`src/rtl/uart_dut_pkg.sv`:
```
// rtl/uart_dut_pkg.sv - opcodes, state encodings and counter widths for the DUT command sequencer
package uart_dut_pkg;

   localparam logic [7:0] OP_WRITE = 8'h01;
   localparam logic [7:0] OP_READ  = 8'h02;
   localparam logic [7:0] OP_STEP  = 8'h03;
   localparam logic [7:0] OP_EVAL  = 8'h04;

   localparam int TMO_W    = 24;
   localparam int STEP_W   = 8;
   localparam int SETTLE_W = 8;

   typedef enum logic [2:0] {
      IDLE,
      ARG,
      SETTLE,
      STEP,
      TX,
      TX_WAIT
   } seq_state_t;

   typedef enum logic [1:0] {
      SCH_IDLE,
      SCH_PEND,
      SCH_RISE,
      SCH_FALL
   } tx_phase_t;

endpackage

```
`src/rtl/uart_tx_scheduler.sv`:
```
// rtl/uart_tx_scheduler.sv - one-byte-in-flight handshake towards the uart transmitter
module uart_tx_scheduler
   import uart_dut_pkg::*;
(
   input  logic       iCE_CLK,
   input  logic       rst,
   input  logic       req,
   input  logic [7:0] req_byte,
   input  logic       is_transmitting,
   output logic       transmit,
   output logic [7:0] tx_byte,
   output logic       done
);

   tx_phase_t phase, phase_next;

   // The byte is only released once the uart is idle; completion needs a full busy rise and fall.
   assign done = (phase == SCH_FALL) && !is_transmitting;

   // Phase register.
   always_ff @(posedge iCE_CLK or posedge rst) begin
      if (rst) phase <= SCH_IDLE;
      else     phase <= phase_next;
   end

   // Next phase: request -> wait uart idle -> wait busy rise -> wait busy fall.
   always_comb begin
      phase_next = phase;
      case (phase)
         SCH_IDLE: if (req)              phase_next = SCH_PEND;
         SCH_PEND: if (!is_transmitting) phase_next = SCH_RISE;
         SCH_RISE: if (is_transmitting)  phase_next = SCH_FALL;
         SCH_FALL: if (!is_transmitting) phase_next = SCH_IDLE;
         default:                        phase_next = SCH_IDLE;
      endcase
   end

   // Latch the response byte on request and emit a single registered load pulse.
   always_ff @(posedge iCE_CLK or posedge rst) begin
      if (rst) begin
         tx_byte  <= 8'h00;
         transmit <= 1'b0;
      end else begin
         transmit <= (phase == SCH_PEND) && !is_transmitting;
         if (phase == SCH_IDLE && req) tx_byte <= req_byte;
      end
   end

endmodule

```
`src/rtl/uart_dut_sequencer.sv`:
```
// rtl/uart_dut_sequencer.sv - host opcode decoder driving, stepping and sampling a DUT
module uart_dut_sequencer
   import uart_dut_pkg::*;
#(
   parameter int         IN_W          = 8,
   parameter int         OUT_W         = 5,
   parameter int         SETTLE_CYCLES = 4,
   parameter int         ARG_TIMEOUT   = 1200000,
   parameter logic [7:0] ACK_BYTE      = 8'hA5,
   parameter logic [7:0] NAK_BYTE      = 8'hEE
) (
   input  logic             iCE_CLK,
   input  logic             rst,
   input  logic             received,
   input  logic [7:0]       rx_byte,
   input  logic             recv_error,
   input  logic             is_transmitting,
   output logic             transmit,
   output logic [7:0]       tx_byte,
   output logic [IN_W-1:0]  dut_in,
   input  logic [OUT_W-1:0] dut_out,
   output logic             dut_step,
   output logic             busy,
   output logic             cmd_err
);

   if (IN_W < 1 || IN_W > 8) begin : g_bad_in_w
      $error("IN_W must be 1..8");
   end
   if (OUT_W < 1 || OUT_W > 8) begin : g_bad_out_w
      $error("OUT_W must be 1..8");
   end
   if (SETTLE_CYCLES < 1 || SETTLE_CYCLES > (1 << SETTLE_W)) begin : g_bad_settle
      $error("SETTLE_CYCLES out of range for the settle counter");
   end
   if (ARG_TIMEOUT < 1 || ARG_TIMEOUT > (1 << TMO_W)) begin : g_bad_tmo
      $error("ARG_TIMEOUT out of range for the timeout counter");
   end

   localparam logic [TMO_W-1:0]    TMO_LAST    = TMO_W'(ARG_TIMEOUT - 1);
   localparam logic [SETTLE_W-1:0] SETTLE_LAST = SETTLE_W'(SETTLE_CYCLES - 1);

   seq_state_t          state, state_next;
   logic [7:0]          op;
   logic [TMO_W-1:0]    tmo_cnt;
   logic [STEP_W-1:0]   step_cnt;
   logic                step_ph;
   logic [SETTLE_W-1:0] settle_cnt;
   logic                tx_req;
   logic [7:0]          tx_req_byte;
   logic                tx_done;

   assign busy = (state != IDLE);

   // State register.
   always_ff @(posedge iCE_CLK or posedge rst) begin
      if (rst) state <= IDLE;
      else     state <= state_next;
   end

   // Next state and response scheduling; every path into TX raises tx_req exactly once.
   always_comb begin
      state_next  = state;
      tx_req      = 1'b0;
      tx_req_byte = NAK_BYTE;
      case (state)
         IDLE: begin
            if (received) begin
               case (rx_byte)
                  OP_WRITE, OP_STEP, OP_EVAL: state_next = ARG;
                  OP_READ: begin
                     state_next  = TX;
                     tx_req      = 1'b1;
                     tx_req_byte = 8'(dut_out);
                  end
                  default: begin
                     state_next = TX;
                     tx_req     = 1'b1;
                  end
               endcase
            end
         end
         ARG: begin
            if (recv_error) begin
               state_next = TX;
               tx_req     = 1'b1;
            end else if (received) begin
               case (op)
                  OP_WRITE: begin
                     state_next  = TX;
                     tx_req      = 1'b1;
                     tx_req_byte = ACK_BYTE;
                  end
                  OP_STEP: state_next = STEP;
                  default: state_next = SETTLE;
               endcase
            end else if (tmo_cnt == TMO_LAST) begin
               state_next = TX;
               tx_req     = 1'b1;
            end
         end
         SETTLE: begin
            if (settle_cnt == SETTLE_LAST) begin
               state_next  = TX;
               tx_req      = 1'b1;
               tx_req_byte = 8'(dut_out);
            end
         end
         STEP: begin
            if (step_cnt == '0 && !step_ph) begin
               state_next  = TX;
               tx_req      = 1'b1;
               tx_req_byte = ACK_BYTE;
            end
         end
         TX:      if (transmit) state_next = TX_WAIT;
         TX_WAIT: if (tx_done)  state_next = IDLE;
         default: state_next = IDLE;
      endcase
   end

   // Datapath: opcode latch, argument timeout, DUT bus, step pulses, settle count, sticky drop flag.
   always_ff @(posedge iCE_CLK or posedge rst) begin
      if (rst) begin
         op         <= 8'h00;
         tmo_cnt    <= '0;
         step_cnt   <= '0;
         step_ph    <= 1'b0;
         settle_cnt <= '0;
         dut_in     <= '0;
         dut_step   <= 1'b0;
         cmd_err    <= 1'b0;
      end else begin
         dut_step <= 1'b0;
         case (state)
            IDLE: begin
               if (received) begin
                  op      <= rx_byte;
                  tmo_cnt <= '0;
               end
            end
            ARG: begin
               tmo_cnt <= tmo_cnt + 1'b1;
               if (received && !recv_error) begin
                  case (op)
                     OP_WRITE: dut_in <= rx_byte[IN_W-1:0];
                     OP_STEP: begin
                        step_cnt <= rx_byte;
                        step_ph  <= 1'b0;
                     end
                     default: begin
                        dut_in     <= rx_byte[IN_W-1:0];
                        settle_cnt <= '0;
                     end
                  endcase
               end
            end
            SETTLE: settle_cnt <= settle_cnt + 1'b1;
            STEP: begin
               if (step_ph) begin
                  step_ph <= 1'b0;
               end else if (step_cnt != '0) begin
                  dut_step <= 1'b1;
                  step_ph  <= 1'b1;
                  step_cnt <= step_cnt - 1'b1;
               end
            end
            default: ;
         endcase
         if (received && (state == SETTLE || state == STEP || state == TX || state == TX_WAIT))
            cmd_err <= 1'b1;
      end
   end

   uart_tx_scheduler u_tx_sched (
      .iCE_CLK         (iCE_CLK),
      .rst             (rst),
      .req             (tx_req),
      .req_byte        (tx_req_byte),
      .is_transmitting (is_transmitting),
      .transmit        (transmit),
      .tx_byte         (tx_byte),
      .done            (tx_done)
   );

endmodule
```
`config.mk`:
```
export PLATFORM = sky130hd
export DESIGN_NAME = uart_dut_sequencer
export DESIGN_NICKNAME = d
export VERILOG_FILES = /design/src/rtl/uart_dut_pkg.sv /design/src/rtl/uart_tx_scheduler.sv /design/src/rtl/uart_dut_sequencer.sv
export SDC_FILE = /design/constraint.sdc
export NUM_CORES = 1
export LEC_CHECK = 0
export ABC_CLOCK_PERIOD_IN_PS = 2600
export BUFFER_PORTS_ARGS = -buffer_cell sky130_fd_sc_hd__buf_4
export CELL_PAD_IN_SITES_DETAIL_PLACEMENT = 1
export CELL_PAD_IN_SITES_GLOBAL_PLACEMENT = 1
export CORE_UTILIZATION = 45
export CTS_CLUSTER_SIZE = 16
export DETAILED_ROUTE_END_ITERATION = 10
export PLACE_DENSITY = 0.81
export REMOVE_ABC_BUFFERS = 1
export SLEW_MARGIN = 20
export SYNTH_ARGS = -nofsm -noshare
export SYNTH_HDL_FRONTEND = slang
export SYNTH_SLANG_ARGS = --single-unit
```
`constraint.sdc`:
```
create_clock -name iCE_CLK -period 2.6 [get_ports iCE_CLK]
set_input_delay 0.52 -clock iCE_CLK [delete_from_list [all_inputs] [get_ports iCE_CLK]]
set_output_delay 0.52 -clock iCE_CLK [all_outputs]
set_load 0.005 [all_outputs]
```
# Yosys cells after proc, flatten, opt, wreduce, memory -nomap -nowiden
# Cells that the tools add are included.
# word_totals
input_bits,18
word_cells,126
output_inout_bits,20
register_bits,73
# op_classes
addsub,3
mux,49
eq_ne,31
n_reduce_logical,30
bitwise_logic,1
# op_table
operator,count
$mux W8,9
$pmux W24 S2,1
$eq A8 B2 Y1 const B,4
$pmux W8 S2,2
$pmux W8 S4,1
$mux W7,4
$mux W3,9
$add A24 B1 Y24 const B,1
$eq A24 B21 Y1 const B,1
$mux W24,1
$ne A2 B2 Y1 const B,11
$pmux W3 S6,1
$eq A8 B1 Y1 const B,2
$mux W1,13
$reduce_and A3 Y1,3
$add A8 B1 Y8 const B,1
$eq A8 B3 Y1 const B,1
$logic_not A8 Y1,1
$mux W2,4
$pmux W2 S4,1
$reduce_bool A8 Y1,1
$sub A8 B1 Y8 const B,1
$eq A3 B2 Y1 const B,2
$eq A3 B3 Y1 const B,2
other kinds (22),37

# Depth between registers and ports, before layout
# depth
depth_word,7
depth_mapped,8
ltp_nobuf,7

# Hierarchy
# Synthesis repeated with hierarchy kept, for this count alone.
# hier_totals
hier_cells,392
hier_area_um2,3891.2
# by_module_without_submodules
module,seq_area_each_um2,area_each_um2,cells_per_inst,instances
uart_dut_sequencer,1551.5,3373.2,355,1
uart_tx_scheduler,275.3,518.0,37,1

# Least setup slack after synthesis
# Ideal clock, no wire load.
# synth_path
path_type,input to register
from,in rx_byte[3]
to,reg u_tx_sched.phase[1]
n_path_buf,0
setup_time_ns,0.128
path_stages,5
slack_ns,0.403
required_time_ns,2.472
arrival_ns,2.070
path_cell_list,or4_1 > a211oi_2 > o22ai_4 > o31ai_2 > mux2_1
# synth_between
elab_chain_len,7
word_cells_on_any_way,9
classes_between,eq/ne (4); mux (3); reduce/logical (2)
# synth_rtl
item,line,rtl
"start, declared",uart_dut_sequencer.sv:15,"input logic [7:0] rx_byte,"
"$eq A8 B1 Y1, or another cell as far along",uart_dut_sequencer.sv:69,case (rx_byte)
$reduce_or A3 Y1 (*),uart_dut_sequencer.sv:69,
$mux W1 (*),uart_dut_sequencer.sv:69,
$mux W1 (*),uart_dut_sequencer.sv:68,if (received) begin
$pmux W1 S4 (*),uart_dut_sequencer.sv:66,case (state)
$ne A2 B1 Y1 (no source line) (*),--,
$reduce_and A4 Y1 (no source line) (*),--,
"end signal, assigned",uart_tx_scheduler.sv:23,else phase <= phase_next;
"end, declared",uart_tx_scheduler.sv:15,"tx_phase_t phase, phase_next;"
# Mark *: on every way between the ends. The rest lies on a longest branch, timed or not.
# A chain may end at the register's enable or synchronous reset.

# Worst setup path after layout
# layout_path
from,reg state[2]
to,reg u_tx_sched.tx_byte[5]
# layout_between
elab_chain_len,3
word_cells_on_any_way,7
classes_between,eq/ne (3); mux (2); reduce/logical (2)
# layout_rtl
item,line,rtl
"start, declared",uart_dut_sequencer.sv:43,"seq_state_t state, state_next;"
"start signal, assigned",uart_dut_sequencer.sv:58,else state <= state_next;
"$eq A3 B2 Y1, or another cell as far along",uart_dut_sequencer.sv:66,
$pmux W1 S4,uart_dut_sequencer.sv:66,
$logic_and A1 B1 Y1,uart_tx_scheduler.sv:45,if (phase == SCH_IDLE && req) tx_byte <= req_byte;
"end signal, assigned",uart_tx_scheduler.sv:45,
"end, declared",uart_tx_scheduler.sv:11,"output logic [7:0] tx_byte,"
# Parallel ways exist; a longest one is shown, timed or not.

==> results.sh <==
export IMPL_status="finished clean"
export IMPL_finClkSkew_ps=10.54
export IMPL_min_period_ps=2248
export IMPL_core_sq_mm=0.008217
export IMPL_setup_violations_final=0
export IMPL_cts_tree="done"
export IMPL_die_w_microns=94.24
export IMPL_ys_seq_area_frac=0.4706
export IMPL_yosysWarnings=0
export IMPL_start_kind="flip-flop"
export IMPL_grt_overflow=0
export IMPL_grt_max_degree=73
export IMPL_diodes=0
export IMPL_dp_hpwl_microns=7040
export IMPL_power_density_mw_per_mm2=974.8
export IMPL_synth_edff_count=0
export IMPL_critical_path_max_fanout=13
export IMPL_drt_wl_total_microns=9859
export IMPL_io_pins=38
export IMPL_avgSynthCellArea_sq_um=9.919
export IMPL_arrival_ps=2480
export IMPL_die_area_sq_mm=0.008881
export IMPL_finalSetupTns_ps=0
export IMPL_fp_row_count=33
export IMPL_synthFlopType="dfrtp_1"
export IMPL_synth_seq_cells=72
export IMPL_cts_max_path_buffers=2
export IMPL_rsz0062_at_grt="false"
export IMPL_cp_slowest_cell="or4_4"
export IMPL_async_reset_ff_frac=1.000
export IMPL_wire_per_inst_microns=18.12
export IMPL_drt_iter0_markers=127
export IMPL_path_delay_family="simple AND/OR/NAND/NOR gates"
export IMPL_crit_cells=5
export IMPL_grt_pass1_wl_microns=16590
export IMPL_root_buffer="clkbuf_8"
export IMPL_worst_slew_margin_rel=0.6353
export IMPL_io_buffer_count=37
export IMPL_cts_sinks=72
export IMPL_crit_path_end_kind="flip-flop"
export IMPL_crit_buf_inv=0
export IMPL_hold_viol=0
export IMPL_drtAntennaViolNets=0
export IMPL_drc=0
export IMPL_cts_hold_buf=0
export IMPL_via_per_inst=5.886
export IMPL_fmax_mhz=444.9
export IMPL_holdWs_ps=244.2
export IMPL_synth_cell_types=60
export IMPL_place_congestion=0.7603
export IMPL_num_vias=3202
export IMPL_clk_pin_slew_ps=80
export IMPL_r2r_slack_ps=350
export IMPL_ff2ff_path_depth=5
export IMPL_start_util=0.4660
export IMPL_layout_drive_gt1_share=0.2301
export IMPL_worstSetupPathType="reg2reg"
export IMPL_cts_resized=0
export IMPL_syn_inst=386
export IMPL_syn_area_sq_mm=0.003829
export IMPL_timing_rr_end="u_tx_sched.tx_byte[5]$_DFFE_PP0P_"
export IMPL_htree_levels=3
export IMPL_dr_pass1_iters=4
export IMPL_chipHeight_microns=94.24
export IMPL_syn_to_final_growth_pct=18.04
export IMPL_p_leak_nw=1.987
export IMPL_vdd_drop_max_mv=0.3846
export IMPL_maxCapViolations=0
export IMPL_slowest_delay_ps=560
export IMPL_grtUsageTotal=0.2420
export IMPL_finalPower_w=0.004405
export IMPL_insertion_delay_ps=350
export IMPL_cts_buffers=9
export IMPL_r2r_start="state[2]$_DFFE_PP0P_"
export IMPL_nets=461
export IMPL_crit_chain="or3b_4 -> or4_4 -> o22ai_4 -> o21ai_4 -> mux2_4"
export IMPL_worst_pin_slew_ps=545.9
export IMPL_hold_class="in2async"
export IMPL_cp_required_ps=2830
export IMPL_cts_setup_buffers=0
export IMPL_antenna_found_initial=0
export IMPL_slew_violations=0
export IMPL_grt_pass1_vias=3281
export IMPL_min_period_over_period=0.8645
==> cell usage after synthesis (8+ instances only) <==
cell / instances / area [sq um]
o211ai_1: 8 / 60.06
a21oi_1: 8 / 40.04
clkbuf_1: 11 / 41.29
nor2_1: 27 / 101.4
nand3_1: 26 / 130.1
o31ai_1: 10 / 75.07
nor3_1: 9 / 45.04
ha_1: 9 / 112.6
dfrtp_1: 72 / 1802
or3_1: 8 / 50.05
nand4_1: 8 / 50.05
o21ai_0: 40 / 200.2
mux2_2: 16 / 180.2
nand2_1: 30 / 112.6
inv_1: 17 / 63.81
==> cells in the final DEF, fill, tap and decap left out, types with 3 or more instances in the layout <==
master,instances
o31a_1,3
nand2b_1,5
dfrtp_1,72
nand2_1,30
or3_1,8
o211ai_1,8
o31ai_1,10
and3_1,4
inv_6,3
o21ai_0,40
nor2_1,27
nor4_1,3
a31oi_1,5
clkbuf_8,9
buf_4,51
nand3_1,26
nor4b_1,5
nor2b_1,3
a21oi_1,8
nand4_1,8
a21o_1,4
mux2_4,5
xor2_1,4
mux2_2,16
ha_1,9
mux2i_1,5
inv_1,16
nor3_1,9
a22oi_1,4
==> worst register-to-register path, cell delays in order (launching register included) <==
cell and delay, ps:
dfrtp_1 390, or3b_4 480, or4_4 560, o22ai_4 220, o21ai_4 160, mux2_4 330
==> per-layer routing <==
layer | global-route usage | part of all wire
met1 | 0.3309 | 0.47
met4 | 0.04359 | 0.0066
met5 | 0 | 0
met3 | 0.04045 | 0.028
met2 | 0.4046 | 0.49
==> area by class of cell <==
class	count	area (sq um)
fill	938	3697
multi-input combinational	282	1894
sequential	72	1802
timing repair buffer	52	402.9
tap	105	131.4
clock buffer	9	123.9
clock inverter	7	101.3
inverter	17	63.81
==> cell families after synthesis <==
kind of cell             after synthesis  synth area share
AO/OA/AOI/OAI                         96            0.1690
XOR/XNOR                               5           0.01144
adder cells (fa/ha/maj)                9           0.02941
buffers and inverters                 32           0.03464
flip-flops                            72            0.4706
multiplexers                          27           0.08268
AND/OR/NAND/NOR                      145            0.2023
==> report_power, final <==
group          leakage (nW)  switching (W)  total, W  internal, W
Sequential            0.931       0.000348   0.00184      0.00149
Combinational         0.950       0.000793   0.00155     0.000761
Clock                 0.107       0.000465   0.00102     0.000550
Total                  1.99        0.00161   0.00441      0.00280
==> through the flow <==
step,area [sq um],utilization,setup WS [ps],std cells
finish,4519,0.5500,352.4,544
global placement,4294,0.5226,127.0,528
floorplan,3760,-,255.1,371
detailed placement,4294,0.5226,71.24,528
CTS,4519,0.5500,351.9,544
global route,4519,0.5500,227.1,544
==> state kept, by name, summed over array words and instances (netlist names) <==
signal	cells
tmo_cnt	24
dut_in	8
op	8
settle_cnt	8
step_cnt	8
u_tx_sched.tx_byte	7
state	3
u_tx_sched.phase	2
cmd_err	1
dut_step	1
step_ph	1
u_tx_sched.transmit	1
==> how the worst max path moves through the flow <==
stage / endpoint / slack, ps / startpoint
detailed placement: u_tx_sched.tx_byte[3]$_DFFE_PP0P_ / 70 / rx_byte[3]
finish: u_tx_sched.tx_byte[5]$_DFFE_PP0P_ / 350 / state[2]$_DFFE_PP0P_
global placement: u_tx_sched.tx_byte[4]$_DFFE_PP0P_ / 130 / rx_byte[3]
floorplan: cmd_err$_DFFE_PP0P_ / 260 / rst
CTS: u_tx_sched.tx_byte[5]$_DFFE_PP0P_ / 350 / state[2]$_DFFE_PP0P_
global route: dut_in[2]$_DFFE_PP0P_ / 230 / state[2]$_DFFE_PP0P_
(Power assumes the default switching activity.)
